### src/rtl/keypad_scanner.sv
`timescale 1ns/1ps
// Matrix keypad scanner for a 4-row x 3-column telephone keypad.
// Drives one row low at a time, synchronizes the column lines, debounces
// presses and releases, and emits a single-cycle key code per keystroke.
module keypad_scanner #(
  parameter int SCAN_DWELL      = 4,  // cycles each row is driven; >= 3
  parameter int DEBOUNCE_CYCLES = 4   // stable samples to accept press/release; >= 1
) (
  input  logic       clk_out,
  input  logic       RST,
  input  logic [2:0] col_n,
  output logic [3:0] row_n,
  output logic [3:0] key_code,
  output logic       key_valid,
  output logic       key_busy
);

  localparam int DW  = $clog2(SCAN_DWELL + 1);
  localparam int DBW = $clog2(DEBOUNCE_CYCLES + 1);
  localparam logic [DW-1:0]  DWELL_LAST = DW'(SCAN_DWELL - 1);
  localparam logic [DBW-1:0] DEB_LAST   = DBW'(DEBOUNCE_CYCLES - 1);
  localparam logic [3:0]     NO_KEY     = 4'hF;

  typedef enum logic [1:0] {
    ST_SCAN,
    ST_DEBOUNCE,
    ST_EMIT,
    ST_WAIT_RELEASE
  } state_e;

  state_e         state_q,    state_d;
  logic [1:0]     row_q,      row_d;
  logic [DW-1:0]  dwell_q,    dwell_d;
  logic [DBW-1:0] deb_q,      deb_d;
  logic [2:0]     col_lat_q,  col_lat_d;
  logic [2:0]     sync1_q,    sync1_d;
  logic [2:0]     col_s_q,    col_s_d;
  logic [3:0]     key_code_q, key_code_d;
  logic           key_valid_q, key_valid_d;

  logic           one_low;

  // Translate the held row and the single-low column pattern into a key code.
  function automatic logic [3:0] map_code(input logic [1:0] row, input logic [2:0] pat);
    logic [1:0] col;
    case (pat)
      3'b110:  col = 2'd0;
      3'b101:  col = 2'd1;
      default: col = 2'd2;
    endcase
    case ({row, col})
      4'b00_00: map_code = 4'b0001;  // 1
      4'b00_01: map_code = 4'b0010;  // 2
      4'b00_10: map_code = 4'b0011;  // 3
      4'b01_00: map_code = 4'b0100;  // 4
      4'b01_01: map_code = 4'b0101;  // 5
      4'b01_10: map_code = 4'b0110;  // 6
      4'b10_00: map_code = 4'b0111;  // 7
      4'b10_01: map_code = 4'b1000;  // 8
      4'b10_10: map_code = 4'b1001;  // 9
      4'b11_00: map_code = 4'b1010;  // *
      4'b11_01: map_code = 4'b0000;  // 0
      4'b11_10: map_code = 4'b1011;  // #
      default:  map_code = NO_KEY;
    endcase
  endfunction

  // Exactly one column low means a single unambiguous key on the driven row.
  assign one_low = (col_s_q == 3'b110) || (col_s_q == 3'b101) || (col_s_q == 3'b011);

  // Next-state logic: scan, debounce, one-cycle emit, then wait for a clean release.
  always_comb begin
    // NOTE: every _d gets its hold value first, so no path leaves a latch behind.
    state_d     = state_q;
    row_d       = row_q;
    dwell_d     = dwell_q;
    deb_d       = deb_q;
    col_lat_d   = col_lat_q;
    sync1_d     = col_n;
    col_s_d     = sync1_q;
    key_code_d  = NO_KEY;
    key_valid_d = 1'b0;

    unique case (state_q)
      ST_SCAN: begin
        if (dwell_q == DWELL_LAST) begin
          dwell_d = '0;
          if (one_low) begin
            col_lat_d = col_s_q;
            deb_d     = '0;
            state_d   = ST_DEBOUNCE;
          end else begin
            row_d = row_q + 2'd1;
          end
        end else begin
          dwell_d = dwell_q + DW'(1);
        end
      end
      ST_DEBOUNCE: begin
        if (col_s_q != col_lat_q) begin
          deb_d   = '0;
          row_d   = row_q + 2'd1;
          state_d = ST_SCAN;
        end else if (deb_q == DEB_LAST) begin
          deb_d       = '0;
          state_d     = ST_EMIT;
          key_code_d  = map_code(row_q, col_lat_q);
          key_valid_d = 1'b1;
        end else begin
          deb_d = deb_q + DBW'(1);
        end
      end
      ST_EMIT: begin
        deb_d   = '0;
        state_d = ST_WAIT_RELEASE;
      end
      ST_WAIT_RELEASE: begin
        if (col_s_q != 3'b111) begin
          deb_d = '0;
        end else if (deb_q == DEB_LAST) begin
          deb_d   = '0;
          row_d   = row_q + 2'd1;
          state_d = ST_SCAN;
        end else begin
          deb_d = deb_q + DBW'(1);
        end
      end
      default: state_d = ST_SCAN;
    endcase
  end

  // State and datapath registers; reset puts the scanner idle on row 0.
  always_ff @(posedge clk_out or negedge RST) begin
    if (!RST) begin
      state_q     <= ST_SCAN;
      row_q       <= 2'd0;
      dwell_q     <= '0;
      deb_q       <= '0;
      col_lat_q   <= 3'b111;
      // Synchronizer resets to "no column pulled low" so reset exit sees no key.
      sync1_q     <= 3'b111;
      col_s_q     <= 3'b111;
      key_code_q  <= NO_KEY;
      key_valid_q <= 1'b0;
    end else begin
      // NOTE: non-blocking assignments so every flop samples pre-edge values.
      state_q     <= state_d;
      row_q       <= row_d;
      dwell_q     <= dwell_d;
      deb_q       <= deb_d;
      col_lat_q   <= col_lat_d;
      sync1_q     <= sync1_d;
      col_s_q     <= col_s_d;
      key_code_q  <= key_code_d;
      key_valid_q <= key_valid_d;
    end
  end

  assign row_n     = ~(4'b0001 << row_q);
  assign key_code  = key_code_q;
  assign key_valid = key_valid_q;
  assign key_busy  = (state_q != ST_SCAN);

endmodule

### config.mk
export PLATFORM = sky130hd
export DESIGN_NAME = keypad_scanner
export DESIGN_NICKNAME = d
export VERILOG_FILES = /design/src/rtl/keypad_scanner.sv
export SDC_FILE = /design/constraint.sdc
export NUM_CORES = 1
export LEC_CHECK = 0
export BUFFER_PORTS_ARGS = -buffer_cell sky130_fd_sc_hd__buf_2
export CORE_MARGIN = 2
export CORE_UTILIZATION = 29
export DETAILED_ROUTE_END_ITERATION = 10
export HOLD_SLACK_MARGIN = 0.02
export RECOVER_POWER = 100
export SETUP_SLACK_MARGIN = 0.5
export SYNTH_ARGS = -nofsm -noshare
export SYNTH_HDL_FRONTEND = slang
export SYNTH_SLANG_ARGS = --single-unit
### constraint.sdc
create_clock -name clk_out -period 4.28 [get_ports clk_out]
set_input_delay 0.856 -clock clk_out [delete_from_list [all_inputs] [get_ports clk_out]]
set_output_delay 0.856 -clock clk_out [all_outputs]
set_load 0.1 [all_outputs]
==> Yosys cells after proc, flatten, opt, wreduce, memory -nomap -nowiden <==
Memory sizes are Yosys's and may differ from the RTL's.
Cells that the tools add are included.
{ "totals": {"regBits": 24, "latch_bits": 0, "mem_bits_rw": 0, "romBits": 64, "out_inout_bits": 10, "memories": 1} }
{ "classes": {"n_addsub": 3, "n_mul": 0, "div": 0, "n_lt_le_gt_ge": 0, "eq_ne": 19, "n_shift": 1, "muxes": 30, "bitwise_logic": 1, "n_reduce_logical": 9} }
{ "memory_table": {"columns": ["name", "words", "word_bits", "rd", "rd_clocked_by_memory_dff", "write_ports", "line", "rtl"], "rows": [
  ["(name not given)", 16, 4, 1, 0, 0, "51", "case ({row, col})"]
]} }
{ "ops": {"columns": ["operator", "n"], "rows": [
  ["2-bit two-way mux", 14],
  ["3-bit two-way mux", 6],
  ["3-bit == test, second input constant", 4],
  ["4-bit two-way mux", 3],
  ["2-bit != test, second input constant", 6],
  ["3-bit one-hot mux with 4 select lines", 1],
  ["3-bit by 2-bit == test with 1-bit output, second input constant", 3],
  ["2-bit one-hot mux with 4 select lines", 1],
  ["3-bit by 1-bit adder with 3-bit output, second input constant", 2],
  ["3-bit != test, second input constant", 2],
  ["2-bit one-hot mux with 3 select lines", 1],
  ["6-bit AND reduction", 1],
  ["5-bit AND reduction", 1],
  ["2-bit == test, second input constant", 2],
  ["4-bit inverter", 1],
  ["2-bit one-hot mux with 2 select lines", 1],
  ["1-bit by 2-bit left shift with 4-bit output, first input constant", 1],
  ["1-bit two-way mux", 3],
  ["3-bit != test", 1],
  ["3-bit AND reduction", 1],
  ["3-bit nonzero test", 1],
  ["2-bit by 1-bit adder with 2-bit output, second input constant", 1],
  ["2-bit by 1-bit == test with 1-bit output, second input constant", 1],
  ["2-bit zero test", 1],
  ["other kinds (3)", 4]
]} }

==> Depth between registers and ports, before layout <==
Gate-level depths: netlist of run 1.
An unclocked memory read counts as a cell.
{ "logic_depth": {"ltp_word": 9, "mapped_depth": 7, "ltp_nobuf": 6} }

==> Worst setup path after synthesis of run 1 <==
OpenSTA, ideal clock, no wires.
{ "synth_timing": {"path_kind": "register -> output", "startpoint": "reg state_q[0]", "endpoint": "out key_busy", "t_arrival_ns": 1.452, "slack_ns": 1.972, "stages_incl_launch_ff": 5, "path_cell_list": "dfrtp_1 inv_1 ha_1 clkbuf_1 inv_1"} }
{ "synth_via": {"elab_chain_len": 1} }
{ "synth_lines": {"columns": ["item", "line", "rtl"], "rows": [
  ["start, declared", "31", "state_e state_q, state_d;"],
  ["start signal, assigned", "147", "state_q <= state_d;"],
  ["2-bit nonzero test", "162", "assign key_busy = (state_q != ST_SCAN);"],
  ["end, declared", "15", "output logic key_busy"]
]} }
No other way between the ends.

==> Worst setup path after layout of run 1 <==
Same ends and word-level chain as after synthesis.

==> metrics.yaml, run 1 <==
cts_buffers: 3
fin_nets: 146
swShare_pct: 48.1
synthesis.nets: 130
grt_first_pass_wirelength_mm: 3.78
cp_common_cell: "inv_1"
startpoint: "state_q[0]"
synth_area_sq_mm: 0.00123
ys_ff_latch: 24
grt_usage_pct: 9.80
drc: 0
power_density_mw_per_mm2: 723
min_from: "col_s_d[1]"
boundaryPins: 15
yosys.area.top_type: "dfstp_2"
drv_slew: 0
cts_setup_buffers: 0
synthCells: 115
place_inst: 176
routed_wl_mm: 2.05
num_antenna_cells: 0
routedWlPerCell_um: 11.4
die_h_um: 69.0
htree_num_levels: 1
p_switching_uw: 479
ys_seq_area_share_pct: 50.3
intPower_uw: 517
gp_congestion: 0.864
drt_iter0_drc: 75
yosys_warnings: 0
dp_slack_ns: 2.07
p_seq_share_pct: 35.6
place_area_sq_mm: 0.00134
fin_crit_sh_pct: 68.5
grt_pass1_vias: 799
critPathBufInv: 3
r2r-start: "col_s_q[2]"
first_pass_iters: 4
clk_path_buf_depth: 2
path_cells: "inv_1 -> ha_1 -> inv_1 -> clkbuf_1"
via_per_inst: 4.57
endpoint_kind: "primary output"
syn_to_final_growth_pct: 12.2
instances_no_fill: 180
grt_overflow: 0
max_stage_delay_ns: 0.87
cts_root_buf: "clkbuf_8"
io_buffers: 14
fp.coreArea_sq_mm: 0.00403
crit_path_top_delay_cell: "clkbuf_1"
synthDistinctLibCells: 30
antenna_left: 0
cts.sinks: 24
num_rows: 23
slew_headroom_pct: 17.1
ir_drop_v: 0.000187
die_w_um: 69.0
worstPathRequired_ns: 3.42
power.share.clock_pct: 15.1
initial_core_util_pct: 30.4
leakage_uw: 0.000594
postSynth.asyncResetShare_pct: 100
antenna_found_initial: 0
fmax_ghz: 0.341
fin_crit_ns: 2.93
synth_top_area_share_pct: 27.9
start_kind: "flip-flop"
drv_cap: 0
worst_slack_ns: 1.35
cts_resized: 0
final_cell_area_sq_mm: 0.00138
dr_total_vias: 823
cp_max_fo: 10
setup_viol: 0
clk_pin_slew_worst_paths_ns: 0.08
hold_viol_final: 0
p_comb_share_pct: 49.4
yosys-top-cells-area: "dfstp_2, dfrtp_1, ha_1, nand2_1, inv_1"
critPathTopFamily: "buffers and inverters"
synth_area_per_cell_sq_um: 10.7
hp-class: "reg2reg"
status: "complete, no violations"
worstSetupPathType: "reg2out"
setup_tns_ns: 0
synth_edf_count: 0
worstPathArrival_ns: 2.07
grt_max_degree: 25
synth_ff_type: "dfstp_2"
clkLatencyLatePin_ns: 0.26
drive_above_1_share_pct: 18.5
cts_hold_buf: 0
tightest_slew_ns: 1.24
fp.dieArea_sq_mm: 0.00476
synthTopCellsByCount: "dfstp_2, nand2_1, dfrtp_1, inv_1, ha_1"
dpl.hpwl_mm: 1.54
cts_tree: "yes"
clock-skew-final_ns: 0.00493
rsz0062_at_grt: "false"
-- power groups by stage --
| stage | registers [uW] | logic, uW | clock network, uW |
|---|---|---|---|
| final | 354 | 491 | 150 |
| after global routing | 366 | 547 | 169 |
| after CTS | 355 | 513 | 157 |
| after detailed placement | 359 | 511 | 0 |
| after global placement | 354 | 501 | 0 |
| after floorplan | 340 | 437 | 0 |
-- per-layer routing --
| layer | vias to the layer above | global-route usage [%] | wire length [um] |
|---|---|---|---|
| met5 | - | 0 | 0 |
| met4 | 0 | 2.40 | 8 |
| met3 | 2 | 3.80 | 116 |
| met2 | 16 | 16.0 | 976 |
| met1 | 385 | 12.2 | 952 |
| li1 | 420 | - | - |
-- stage by stage --
step | power [uW] | utilization, % | hold slack, ns
after CTS | 1030 | 34.6 | 0.359
after global placement | 855 | 33.2 | 0.347
after floorplan | 777 | - | 0.345
after detailed placement | 871 | 33.2 | 0.347
after global routing | 1080 | 34.2 | 0.362
final | 996 | 34.2 | 0.358
-- area by class of cell --
class	count	area, sq um
repair buffers	14	56.3
inverters	11	41.3
multi-input cells	77	544
well taps	50	62.6
fillers	423	2650
clock buffers	4	55.1
flip-flops and latches	24	617
-- final timing paths --
kind / end / slack (ns) / cells after the start
min in group asynchronous: row_q[1] / 0.83 / 1
min: col_s_q[1] / 0.36 / 0
min reg2reg: col_s_q[1] / 0.36 / 0
max reg2reg: row_q[1] / 2.42 / 5
max: key_busy / 1.35 / 4
max in group asynchronous: deb_q[2] / 2.71 / 1
-- sequential cells by signal, summed over array words and instances, names as in the netlist, named ones only --
signal / count
col_s_q: 3
state_q: 1
deb_q: 3
col_lat_q: 3
key_code: 4
row_q: 2
col_s_d: 3
key_valid: 1
dwell_q: 3
-- kinds of logic (layout without fill, tap and decap cells) --
group           after synthesis  count (layout)  share of synthesized area, %
xor+xnor                      5               5                          4.18
mux                           6               6                          5.61
fa+ha+maj                    10              10                          10.2
flops                        24              24                          50.3
buf+inv                      14              29                          5.00
simple gates                 32              32                          12.7
compound gates               24              24                          12.0
-- cell usage in the layout (no fill, tap or decap), types with 4 or more instances in the layout --
master and count:
xnor2_1 4, nand2_1 13, dfrtp_1 11, nor2_1 4
nand2b_1 4, clkbuf_8 4, a21oi_1 7, dfstp_2 12
inv_1 11, ha_1 10, o21ai_0 7, clkbuf_1 11
(Power assumes the default switching activity.)
==> run 2, diff against run 1 <==
==> constraint.sdc (replaced) <==
create_clock -name clk_out -period 2.55 [get_ports clk_out]
set_input_delay 0.51 -clock clk_out [delete_from_list [all_inputs] [get_ports clk_out]]
set_output_delay 0.51 -clock clk_out [all_outputs]
set_load 0.1 [all_outputs]
==> run 2 against run 1 <==
Effect of this change:
- register-to-register slack got worse by 1.8 ns
- critical path type unchanged
- wire length rose by 5.6%
- clock skew rose by 0.00096 ns
- power rose by 73%
- highest routed layer unchanged
- hold slack got worse by 0.016 ns
==> metrics.yaml, run 2 (synthesized netlist as in run 1, its figures left out) <==
grt_pass1_vias: 883  # +11%
final_common_cell: "nand2_1"
grt_max_degree: 25  # unchanged
final_cell_area_sq_mm: 0.00140  # +1.6%
dpl.hpwl_mm: 1.58  # +2.8%
ir_drop_v: 0.000398  # +110%
endpoint_kind: "primary output"
total_power_uw: 1730  # +73%
fin_crit_ns: 2.16
fin_crit_sh_pct: 84.6
cts_setup_buffers: 0  # unchanged
start_kind: "flip-flop"
status: "complete, no violations"
power_density_mw_per_mm2: 1230  # +71%
fmax_ghz: 0.464
path_cells: "clkbuf_1"
grt_usage_pct: 9.65  # -0.15 points
startpoint: "key_code[3]"
critPathBufInv: 1  # -2
reg2reg_to: "row_q[1]"
clk_pin_slew_worst_paths_ns: 0.08  # about the same
crit_end: "key_code[3]"
clk_path_buf_depth: 2  # unchanged
dr_wl_met3_um: 109  # -6.0%
hp-class: "in2reg"
most-common-layout-cells: "nand2_1, dfstp_2, inv_1"
place_inst: 176  # unchanged
dr_total_vias: 873  # +6.1%
fin_nets: 146  # unchanged
routed_wl_mm: 2.17  # +5.6%
die_h_um: 69.0  # unchanged
cts_buffers: 3  # unchanged
critical_path_depth: 1  # -3
rsz0062_at_grt: "true"
cts_root_buf: "clkbuf_8"
htree_num_levels: 1  # unchanged
n_fill_cell: 430  # +1.7%
cts_hold_buf: 0  # unchanged
worstPathRequired_ns: 2.04  # -1.38 ns
num_antenna_cells: 0  # unchanged
drive_above_1_share_pct: 26.2  # +7.7 points
cts_tree: "yes"
gp_congestion: 0.893  # +3.4%
grt_first_pass_wirelength_mm: 3.79  # +0.19%
clkLatencyLatePin_ns: 0.26  # about the same
tightest_slew_ns: 1.23  # -0.0128 ns
antenna_left: 0  # unchanged
routedWlPerCell_um: 12.1  # +5.6%
met1_length_um: 976  # +2.5%
leakage_uw: 0.000600  # +1.0%
via_per_inst: 4.85  # +6.1%
boundaryPins: 15  # unchanged
num_rows: 23  # unchanged
slew_headroom_pct: 17.9  # +0.86 points
r2r_cells: 5  # unchanged
utilization_pct: 34.7  # +0.56 points
fp.coreArea_sq_mm: 0.00403  # unchanged
setup_viol: 0  # unchanged
r2r_setup_slack_ns: 0.65  # -1.77 ns
setup_tns_ns: 0  # unchanged
antenna_found_initial: 0  # unchanged
instances_no_fill: 180  # unchanged
drv_cap: 0  # unchanged
io_buffers: 14  # unchanged
drt_iter0_drc: 46  # -39%
drc: 0  # unchanged
largest_reg_flops: 4  # unchanged
grt_overflow: 0  # unchanged
syn_to_final_growth_pct: 14.1
r2r-start: "col_s_q[2]"
clock-skew-final_ns: 0.00589  # +0.000958 ns
initial_core_util_pct: 30.4  # unchanged
die_w_um: 69.0  # unchanged
place_area_sq_mm: 0.00135  # +0.56%
max_stage_delay_ns: 0.86  # about the same
worstSetupPathType: "reg2out"
first_pass_iters: 4  # unchanged
cp_max_fo: 1  # -9
worstPathArrival_ns: 1.65  # -0.42 ns
hold_viol_final: 0  # unchanged
cts.sinks: 24  # unchanged
drv_slew: 0  # unchanged
route.met2.wl_mm: 1.05  # +7.9%
fp.dieArea_sq_mm: 0.00476  # unchanged
critPathTopFamily: "buffers and inverters"
crit_path_top_delay_cell: "clkbuf_1"
cts_resized: 4  # +4
dr.max_layer_used: "met4"
run 2: how the worst min path moves through the flow:
stage	start	end	slack [ns]	depth (start not counted)
after floorplan	RST	asynchronous set/reset pin	0.21	0
after global placement	col_s_d[1]	col_s_q[1]	0.35	0
after detailed placement	col_s_d[1]	col_s_q[1]	0.35	0
after CTS	RST	key_valid	0.22	1
after global routing	col_n[2]	col_s_d[2]	0.32	1
final	col_n[2]	col_s_d[2]	0.34	1
run 2: final cells by class:
| cell class | instances | area [sq um] | share of cell area, % |
|---|---|---|---|
| inverters | 11 | 45.0 | 3.22 |
| flip-flops and latches | 24 | 619 | 44.3 |
| clock buffers | 4 | 45.0 | 3.22 |
| well taps | 50 | 62.6 | 4.47 |
| multi-input cells | 77 | 564 | 40.3 |
| repair buffers | 14 | 62.6 | 4.47 |
run 2: power by group:
group | internal [uW] | switching (uW)
combinational | 296 | 605
clock | 111 | 114
sequential | 486 | 114
total | 893 | 833
run 2: stage by stage:
stage	setup WS, ns	hold slack (ns)
6_report	0.393	0.342
5_1_grt	0.339	0.320
4_1_cts	0.466	0.224
3_5_place_dp	0.629	0.349
3_3_place_gp	0.696	0.347
2_1_floorplan	0.557	0.214
run 2: layer usage:
metal | global-route usage [%] | vias to the layer above
met5 | 0 | -
met4 | 2.61 | 0
met3 | 3.95 | 4
met2 | 16.6 | 25
met1 | 11.1 | 427
li1 | - | 417
==> run 3, diff against run 2 <==
--- a/config.mk
+++ b/config.mk
@@ -5,6 +5,7 @@
 export SDC_FILE = /design/constraint.sdc
 export NUM_CORES = 1
 export LEC_CHECK = 0
+export ABC_AREA = 1
 export BUFFER_PORTS_ARGS = -buffer_cell sky130_fd_sc_hd__buf_2
 export CORE_MARGIN = 2
 export CORE_UTILIZATION = 29
==> constraint.sdc (replaced) <==
create_clock -name clk_out -period 2 [get_ports clk_out]
set_input_delay 0.4 -clock clk_out [delete_from_list [all_inputs] [get_ports clk_out]]
set_output_delay 0.4 -clock clk_out [all_outputs]
set_load 0.1 [all_outputs]
==> run 3 against run 2 <==
Effect of this change:
- synthesized cell count is 22% higher
- die area up 4.2%
- power up 54%
- sequential cell count did not move
- final area is 24% higher
==> metrics.yaml, run 3 <==
status: "complete, no violations"
num_antenna_cells: 0  # unchanged
synth_area_sq_mm: 0.00128  # +4.5%
clock-skew-final_ns: 0.00330  # -0.00259 ns
gp_congestion: 0.734  # -18%
first_pass_iters: 4  # unchanged
synth_top_area_share_pct: 26.7  # -1.2 points
fin_crit_ns: 1.72
cts_tree: "yes"
critPathTopFamily: "buffers and inverters"
drc: 0  # unchanged
clk_pin_slew_worst_paths_ns: 0.09  # about the same
grt_max_degree: 25  # unchanged
synthCells: 140  # +22%
synth_ff_type: "dfstp_2"
yosys-top-cells-area: "dfstp_2, dfrtp_1, nand2_1, ha_1, inv_1"
yosys.area.top_type: "dfstp_2"
hp-class: "in2reg"
cp_max_fo: 2  # +1
fp.coreArea_sq_mm: 0.00429  # +6.6%
cts_hold_buf: 0  # unchanged
critPathBufInv: 3  # +2
dpl.hpwl_mm: 1.70  # +7.2%
drive_above_1_share_pct: 44.9  # +19 points
postSynth.asyncResetShare_pct: 100  # unchanged
synthesis.nets: 155  # +19%
fmax_ghz: 0.580
synth_area_per_cell_sq_um: 9.15  # -14%
worstPathRequired_ns: 1.60  # -0.44 ns
cts_buffers: 3  # unchanged
worstPathArrival_ns: 1.32  # -0.33 ns
final_common_cell: "nand2_1"
synthDistinctLibCells: 24  # -20%
syn_to_final_growth_pct: 34.9
post-synth-top-count-cell: "nand2_1"
largest_reg_flops: 4  # unchanged
grt_first_pass_wirelength_mm: 4.28  # +13%
worstSetupPathType: "reg2out"
dr_total_vias: 991  # +14%
grt_usage_pct: 10.9  # +1.2 points
cts.sinks: 24  # unchanged
synthTopCellsByCount: "nand2_1, inv_1, dfstp_2"
power_density_mw_per_mm2: 1540  # +25%
fin_nets: 183  # +25%
drv_slew: 0  # unchanged
setup_tns_ns: 0  # unchanged
via_per_inst: 4.53  # -6.7%
rsz0062_at_grt: "true"
routed_wl_mm: 2.46  # +13%
utilization_pct: 40.2  # +5.5 points
crit_path_top_delay_cell: "dfrtp_1"
grt_overflow: 0  # unchanged
drt_iter0_drc: 34  # -26%
die_h_um: 70.5  # +2.1%
clk_path_buf_depth: 2  # unchanged
ir_drop_v: 0.000929  # +130%
path_cells: "inv_1 -> ha_1 -> clkinvlp_2 -> clkbuf_4"
io_buffers: 14  # unchanged
most-common-layout-cells: "nand2_1, inv_1, dfstp_2"
start_kind: "flip-flop"
final_cell_area_sq_mm: 0.00173  # +24%
grt_pass1_vias: 956  # +8.3%
tightest_slew_ns: 1.26  # +0.0285 ns
antenna_found_initial: 0  # unchanged
slew_headroom_pct: 16.0  # -1.9 points
fp.dieArea_sq_mm: 0.00497  # +4.2%
leakage_uw: 0.000768  # +28%
initial_core_util_pct: 29.8  # -0.60 points
routedWlPerCell_um: 11.2  # -6.7%
synth_edf_count: 0  # unchanged
boundaryPins: 15  # unchanged
drv_cap: 0  # unchanged
clkLatencyLatePin_ns: 0.26  # about the same
num_rows: 24  # +4.3%
hold_viol_final: 0  # unchanged
htree_num_levels: 1  # unchanged
endpoint_kind: "primary output"
max_stage_delay_ns: 0.39  # -0.47 ns
cts_root_buf: "clkbuf_8"
ys_seq_area_share_pct: 48.1  # -2.2 points
place_area_sq_mm: 0.00148  # +9.7%
die_w_um: 70.5  # +2.1%
fin_crit_sh_pct: 86.2
yosys_warnings: 0  # unchanged
antenna_left: 0  # unchanged
setup_viol: 0  # unchanged
ys_ff_latch: 24  # unchanged
## run 3: cell count changes after synthesis, moves of 4 or more
cell / change
xnor2_1: -4
nand3_1: +4
o21ai_1: +5
nand2_1: +22
nand2b_1: -4
a21oi_1: -6
inv_1: +10
## run 3: kinds of logic after synthesis
kind of cell    Yosys count  share of synthesized area, %
simple gates             61                          24.5
buf+inv                  25                          7.42
flops                    24                          48.1
compound gates           20                          10.2
fa+ha+maj                10                          9.77
## run 3: final timing paths
check	cells past startpoint	to	slack [ns]	startpoint
min reg2reg	0	col_s_q[2]	0.36	col_s_d[2]
max in group asynchronous	1	deb_q[2]	0.88	RST
min in group asynchronous	1	key_valid	0.39	RST
max reg2reg	8	key_code[2]	0.30	flip-flop
min	1	col_s_d[2]	0.22	col_n[2]
max	4	key_busy	0.28	flip-flop
## run 3: repair_timing
action,in CTS,in global routing
resized for setup,24,25
pin swaps,0,2
buffers inserted,6,3
setup endpoints to repair,13,12
## run 3: cell type report
class	count	area, sq um
timing repair buffer	24	199
tap	52	65.1
multi-input combinational	91	662
clock buffer	3	41.3
fill	430	2570
inverter	24	114
sequential	24	617
clock inverter	1	30.0
## run 3: metrics by stage
stage	power [uW]	instances	hold WS (ns)	setup slack, ns
4_1_cts	2590	216	0.121	0.380
3_3_place_gp	1920	206	0.346	0.337
5_1_grt	2840	219	0.207	0.161
6_report	2660	219	0.224	0.276
3_5_place_dp	1930	206	0.347	0.312
2_1_floorplan	1750	140	0.104	0.178
## run 3: worst reg2reg max path: cells and delay by family, from the launching register on
kind	cells	cell delay (ns)
fa+ha+maj	1	0.12
simple gates	3	0.69
buf+inv	2	0.20
compound gates	2	0.22
flops	1	0.39
## run 3: routing by layer
metal / share of wire, % / up-vias / track usage [%]
li1: - / 499 / -
met1: 47 / 472 / 13.7
met2: 48 / 18 / 18.3
met3: 3.5 / 2 / 2.60
met4: 1.4 / 0 / 3.21
met5: 0 / - / 0
## run 3: where the power goes
part | leakage [uW] | switching [uW] | internal (uW)
clock network | 0.0000357 | 154 | 267
logic | 0.000451 | 963 | 563
registers | 0.000281 | 108 | 604
total | 0.000768 | 1230 | 1430
